===== src/rtl/imem_loader.sv =====
// Program loader: zero-clears instruction memory, then assembles a
// little-endian byte stream into words written from BASE, then raises start.
module imem_loader #(
  parameter int unsigned ADDR_W = 8,
  parameter int unsigned BASE   = 2
) (
  input  logic              clk_i,
  input  logic              rst_i,
  input  logic              byte_valid_i,
  input  logic [7:0]        byte_data_i,
  output logic              byte_ready_o,
  output logic              mem_we_o,
  output logic [ADDR_W-1:0] mem_addr_o,
  output logic [31:0]       mem_data_o,
  output logic              start_o,
  output logic              busy_o,
  output logic              overflow_o
);

  typedef enum logic [1:0] {
    S_CLEAR,
    S_LOAD,
    S_WRITE,
    S_DONE
  } state_e;

  localparam logic [ADDR_W-1:0] LAST   = '1;
  localparam logic [ADDR_W-1:0] BASE_A = ADDR_W'(BASE);

  state_e            state_q;
  logic [ADDR_W-1:0] clr_cnt_q;
  logic [ADDR_W-1:0] word_idx_q;
  logic [1:0]        byte_cnt_q;
  logic [31:0]       shift_q;
  logic              we_q;
  logic [ADDR_W-1:0] addr_q;
  logic [31:0]       data_q;
  logic              start_q;
  logic              ovf_q;

  logic              accept;
  logic [4:0]        lane_lsb;
  logic [ADDR_W-1:0] wr_addr_d;

  assign byte_ready_o = (state_q == S_LOAD);
  assign accept       = byte_valid_i & byte_ready_o;
  assign lane_lsb     = {byte_cnt_q, 3'b000};
  // Adder truncates to ADDR_W, so trailing words wrap to low addresses.
  assign wr_addr_d    = BASE_A + word_idx_q;

  always_ff @(posedge clk_i or posedge rst_i) begin
    if (rst_i) begin
      state_q    <= S_CLEAR;
      clr_cnt_q  <= '0;
      word_idx_q <= '0;
      byte_cnt_q <= '0;
      shift_q    <= '0;
      we_q       <= 1'b0;
      addr_q     <= '0;
      data_q     <= '0;
      start_q    <= 1'b0;
      ovf_q      <= 1'b0;
    end else begin
      we_q <= 1'b0;
      unique case (state_q)
        S_CLEAR: begin
          we_q      <= 1'b1;
          addr_q    <= clr_cnt_q;
          data_q    <= '0;
          clr_cnt_q <= clr_cnt_q + 1'b1;
          if (clr_cnt_q == LAST) begin
            state_q <= S_LOAD;
          end
        end
        S_LOAD: begin
          if (accept) begin
            shift_q[lane_lsb +: 8] <= byte_data_i;
            byte_cnt_q             <= byte_cnt_q + 2'd1;
            if (byte_cnt_q == 2'd3) begin
              state_q <= S_WRITE;
            end
          end
        end
        S_WRITE: begin
          we_q   <= 1'b1;
          addr_q <= wr_addr_d;
          data_q <= shift_q;
          if (shift_q == 32'd0) begin
            state_q <= S_DONE;
            start_q <= 1'b1;
          end else if (word_idx_q == LAST) begin
            state_q <= S_DONE;
            start_q <= 1'b1;
            ovf_q   <= 1'b1;
          end else begin
            word_idx_q <= word_idx_q + 1'b1;
            byte_cnt_q <= '0;
            state_q    <= S_LOAD;
          end
        end
        S_DONE: begin
          state_q <= S_DONE;
        end
        default: begin
          state_q <= S_CLEAR;
        end
      endcase
    end
  end

  assign mem_we_o   = we_q;
  assign mem_addr_o = addr_q;
  assign mem_data_o = data_q;
  assign start_o    = start_q;
  assign busy_o     = (state_q != S_DONE);
  assign overflow_o = ovf_q;

endmodule


===== config.mk =====
export PLATFORM = sky130hd
export DESIGN_NAME = imem_loader
export DESIGN_NICKNAME = d
export VERILOG_FILES = /design/src/rtl/imem_loader.sv
export SDC_FILE = /design/constraint.sdc
export NUM_CORES = 1
export LEC_CHECK = 0
export CORE_ASPECT_RATIO = 1.1
export CORE_MARGIN = 2
export CORE_UTILIZATION = 55
export CTS_BUF_LIST = sky130_fd_sc_hd__clkbuf_8
export DETAILED_ROUTE_END_ITERATION = 8
export GPL_TIMING_DRIVEN = 0
export PLACE_DENSITY_LB_ADDON = 0.08
export SYNTH_ARGS = -nofsm -noshare
export SYNTH_HDL_FRONTEND = slang
export SYNTH_SLANG_ARGS = --single-unit

===== constraint.sdc =====
create_clock -name clk_i -period 3.1 [get_ports clk_i]
set_input_delay 0.31 -clock clk_i [delete_from_list [all_inputs] [get_ports clk_i]]
set_output_delay 0.31 -clock clk_i [all_outputs]
set_load 0.03 [all_outputs]

# After elaboration in Yosys (flattened, before gate mapping)
# Cells that the tools add are included.
dict set report word_totals {
  output_inout_bits 45
  inputBits 11
  register_bits 95
  word_cells 60
}
dict set report classes {
  n_addsub 5
  reduce_logical 12
  eq_ne 12
  bitwise_logic 3
  n_shift 2
  mux 16
}
# op n
set ops {}
lappend ops {{$pmux 32 s2} 1}
lappend ops {{$bwmux 32} 1}
lappend ops {{$logic_not 32->1} 1}
lappend ops {{$shift 8x7->32 const A} 1}
lappend ops {{$shiftx 8x7->32} 1}
lappend ops {{$add 8x1->8 const B} 2}
lappend ops {{$eq 8x8->1 const B} 2}
lappend ops {{$mux 2} 8}
lappend ops {{$pmux 8 s2} 1}
lappend ops {{$reduce_and 3->1} 3}
lappend ops {{$add 2x8->8 const A} 1}
lappend ops {{$ne 2x2->1 const B} 4}
lappend ops {{$pmux 2 s4} 1}
lappend ops {{$neg 5->7} 1}
lappend ops {{$eq 2x2->1 const B} 3}
lappend ops {{$reduce_bool 2->1} 3}
lappend ops {{$ne 2x1->1 const B} 2}
lappend ops {{$pmux 2 s2} 1}
lappend ops {{$reduce_and 2->1} 2}
lappend ops {{$reduce_and 4->1} 1}
lappend ops {{$mux 1} 3}
lappend ops {{$add 2x1->2 const B} 1}
lappend ops {{$eq 2x1->1 const B} 1}
lappend ops {{$logic_not 2->1} 1}
lappend ops {{other kinds (3)} 4}

# Longest topological paths before layout
dict set report logic_depth {
  word_depth 4
  ltp_mapped 8
  mapped_depth_nobuf 6
}

# Least setup slack after synthesis
# No wires, ideal clock.
dict set report synth_timing {
  path_type {flip-flop to flip-flop}
  startpoint {register byte_cnt_q[0]}
  endpoint {register shift_q[10]}
  path_stages_with_launch 6
  arrival_time_ps 1642
  t_required_ps 3017
  path_slack_ps 1376
  period_less_slack_ps 1724
  cell_sequence {dfrtp_1 -> inv_1 -> ha_1 -> nor3b_1 -> nand2_1 -> o21ai_0}
}
dict set report synth_via {
  elab_chain_len 3
  word_cells_on_any_way 4
  cone_classes {1 x add/sub; 2 x shift; 1 x mux}
}
# item line_no
set synth_lines {}
lappend synth_lines {{start: declaration} 33} ;# logic [1:0] byte_cnt_q;
lappend synth_lines {{start signal: assignment} 78} ;# byte_cnt_q <= byte_cnt_q + 2'd1;
lappend synth_lines {{$neg 5->7 (*)} 77} ;# shift_q[lane_lsb +: 8] <= byte_data_i;
lappend synth_lines {{$shiftx 8x7->32 / $shift 8x7->32 (equally long branches)} 77}
lappend synth_lines {{$bwmux 32 (*)} 77}
lappend synth_lines {{end signal: indexed assignment} 77}
lappend synth_lines {{end: declaration} 34} ;# logic [31:0] shift_q;
# Mark *: on every way between the ends. The rest lies on a longest branch, timed or not.
# A chain may end at the register's enable or synchronous reset.

# Worst setup path in the final report
dict set report layout_timing {
  startpoint {register state_q[0]}
  endpoint {output busy_o}
}
dict set report layout_via {
  elab_chain_len 1
}
# item line_no
set layout_lines {}
lappend layout_lines {{start: declaration} 30} ;# state_e state_q;
lappend layout_lines {{start signal: assignment} 53} ;# state_q <= S_CLEAR;
lappend layout_lines {{start signal: assignment} 72} ;# state_q <= S_LOAD;
lappend layout_lines {{start signal: assignment} 80} ;# state_q <= S_WRITE;
lappend layout_lines {{$ne 2x2->1} 115} ;# assign busy_o = (state_q != S_DONE);
lappend layout_lines {{end: declaration} 16} ;# output logic busy_o,
# Every way passes these cells.

==> results.yml <==
run_status:
  status: "complete, no violations"
timing:
  finalCriticalPeriod_ns: 2.39
  fin_setup_tns_ns: 0
  rsz0062_at_grt: "no"
  holdWs_ns: 0.323
  slew_violations: 0
  setup_ws_ns: 0.714
  period_share: 0.770
  fin_skew_ns: 0.0114
  hold_viol: 0
  fmax_mhz: 419
  slew_headroom: 0.391
  worst_pin_slew_ns: 0.912
  setup_violations: 0
cts:
  cts_hold_buf: 0
  cts_resized: 0
  cts_tree: "built"
  cts-root-buf: "clkbuf_8"
  clk_path_buf_depth: 2
  cts_sinks: 95
  cts_max_level: 3
  clk_pin_slew_ns: 0.08
  numCtsBuffers: 9
  clk_latency_ns: 0.35
  cts_setup_buffers: 0
power_and_ir_drop:
  ir_worst_vdd_uv: 259
  switchingPower_mw: 0.439
  switching_share: 0.217
  p_leak_nw: 2.27
  pwr-share-seq: 0.613
  p_clk_frac: 0.362
  p_int_mw: 1.58
  power_mw: 2.02
  p_comb_frac: 0.025
  pwr_density_cell_nw_per_um2: 409
grt:
  grt_max_degree: 62
  antenna_found_initial: 0
  track_usage: 0.236
  first_global_vias: 3027
  grt_pass1_wl_um: 14900
  grt-ovfl-total: 0
floorplanning:
  rows: 32
  ioPinCount: 56
  die_w_um: 86.1
  die_area_um2: 8130
  start_util: 0.576
  die_h_um: 94.3
  coreArea_um2: 7090
hold_path:
  hp-class: "input pin to async pin"
logic_synthesis:
  synth_warnings: 0
  synthTopCellsByArea: "dfrtp_1 58%, nand2_1 11%, o21ai_0 7.8%"
  avgSynthCellArea_um2: 10.0
  ys_seq_area_frac: 0.582
  synth_seq_cells: 95
  syn_inst: 408
  post-synth-top-area-cell: "dfrtp_1"
  synth_area_um2: 4080
  syn_nets: 428
  yosysTopAreaCellShare: 0.582
  yosysUniqueCellTypes: 37
route:
  wl_um: 8870
  routed-via-count: 3131
  wl_per_cell_um: 15.7
  antenna_left: 0
  via_per_inst: 5.55
  firstDrtPassIters: 4
  first_iter_violations: 199
  drc: 0
worst_setup_path:
  cp_max_fo: 10
  end_kind: "output port"
  r2r_cells: 5
  worstPathArrival_ns: 2.08
  critical_path_class: "register to output port"
  start_kind: "register"
  cp.required_ns: 2.79
final_layout:
  stdcell_count: 564
  syn2layout_area_growth_pct: 21.1
  antennaDiodeCount: 0
  final_core_util: 0.698
  drive_above_1_share: 0.0710
  nets: 495
  fill_cells: 543
  final_area_um2: 4940
run:
  maxCapViolCount: 0
placed_design:
  port_buffers: 55
  dp_hpwl_um: 6340
  pre_cts_ws_ns: 0.994
  gp_congestion: 0.832
  dpl-instance-area_um2: 4770
  dpl.cell_count: 549
[worst paths after layout]
check,from,slack [ns],endpoint
setup / recovery,state_q[0]$_DFFE_PP0P_,0.71,busy_o
hold / removal,rst_i,0.32,mem_addr_o[5]$_DFFE_PP0P_
setup reg to reg,byte_cnt_q[0]$_DFFE_PP0P_,0.96,shift_q[2]$_DFFE_PP0P_
hold reg to reg,start_o$_DFFE_PP0P_,0.47,start_o$_DFFE_PP0P_
max in group asynchronous,rst_i,2.13,shift_q[6]$_DFFE_PP0P_
min in group clk_i,start_o$_DFFE_PP0P_,0.47,start_o$_DFFE_PP0P_
[state kept, by name, summed over array words and instances (netlist names)]
name	flops
mem_data_o	32
clr_cnt_q	8
mem_we_o	1
overflow_o	1
mem_addr_o	8
start_o	1
state_q	2
byte_cnt_q	2
word_idx_q	8
shift_q	32
[power by group through the flow]
stage | clock [mW] | combinational, mW | sequential (mW)
floorplan | 0 | 0.0201 | 1.26
global placement | 0 | 0.0478 | 1.26
detailed placement | 0 | 0.0533 | 1.26
CTS | 0.749 | 0.0532 | 1.24
global route | 0.799 | 0.0574 | 1.24
finish | 0.731 | 0.0514 | 1.24
[logic make-up after synthesis]
logic type,after synthesis,synth area share
simple gates,172,0.189
flops,95,0.582
compound gates,85,0.120
buf+inv,23,0.0264
xor+xnor,19,0.0408
fa+ha+maj,9,0.0276
mux,5,0.0138
[cells in the mapped netlist]
master	count
ha_1	9
nor4_2	1
nand2b_1	2
xnor2_1	6
o21ai_0	64
o31ai_1	1
nor2b_1	1
nor4_1	7
nor3b_1	4
a211oi_1	1
nand3_1	2
buf_1	1
mux2i_1	3
xor2_1	13
nand2_2	4
nor2_4	2
clkbuf_1	9
o21ai_1	1
a21oi_1	1
o211ai_1	1
o21bai_1	1
nand4_1	7
a22o_1	14
mux2_2	1
a21o_1	1
nor3_1	5
and3_1	3
nor2b_2	1
dfrtp_1	95
and4_1	2
inv_1	4
buf_4	4
nor2_1	5
mux2_4	1
nand2_1	125
buf_2	5
and2_1	1
[placed cells by master, fill, tap and decap left out, types with 3 or more instances in the layout]
cell type and instances:
a22o_1 14, and3_1 3, buf_2 5, buf_4 4, clkbuf_1 9, clkbuf_8 11
clkdlybuf4s50_1 55, dfrtp_1 95, ha_1 9, inv_1 5, mux2i_1 3, nand2_1 125
nand2_2 4, nand4_1 7, nor2_1 5, nor3_1 5, nor3b_1 4, nor4_1 7
o21ai_0 64, xnor2_1 6, xor2_1 13
[cell type report]
cell class	instances	area [µm²]	share of cell area
clock buffer	11	151	0.0306
multi-input combinational	290	1600	0.323
tap	85	106	0.0215
clock inverter	4	23.8	0.00481
sequential	95	2380	0.481
buffer	19	92.6	0.0187
inverter	4	17.5	0.00354
timing repair buffer	56	578	0.117
[critical path, cell delays in order, from the launching register on]
cell and delay, ns:
dfrtp_1 0.33, buf_4 0.15, clkbuf_1 0.43, nand2_1 0.18
clkdlybuf4s50_1 0.64
[metal layers]
layer  track usage  vias up  routed length [µm]
met5             0        -                   0
met4        0.0873        0                 142
met3        0.0385       13                 400
met2         0.364       85                4170
met1         0.340     1514                4160
li1              -     1519                   -
Note: power is estimated with default switching activity, not from simulation.
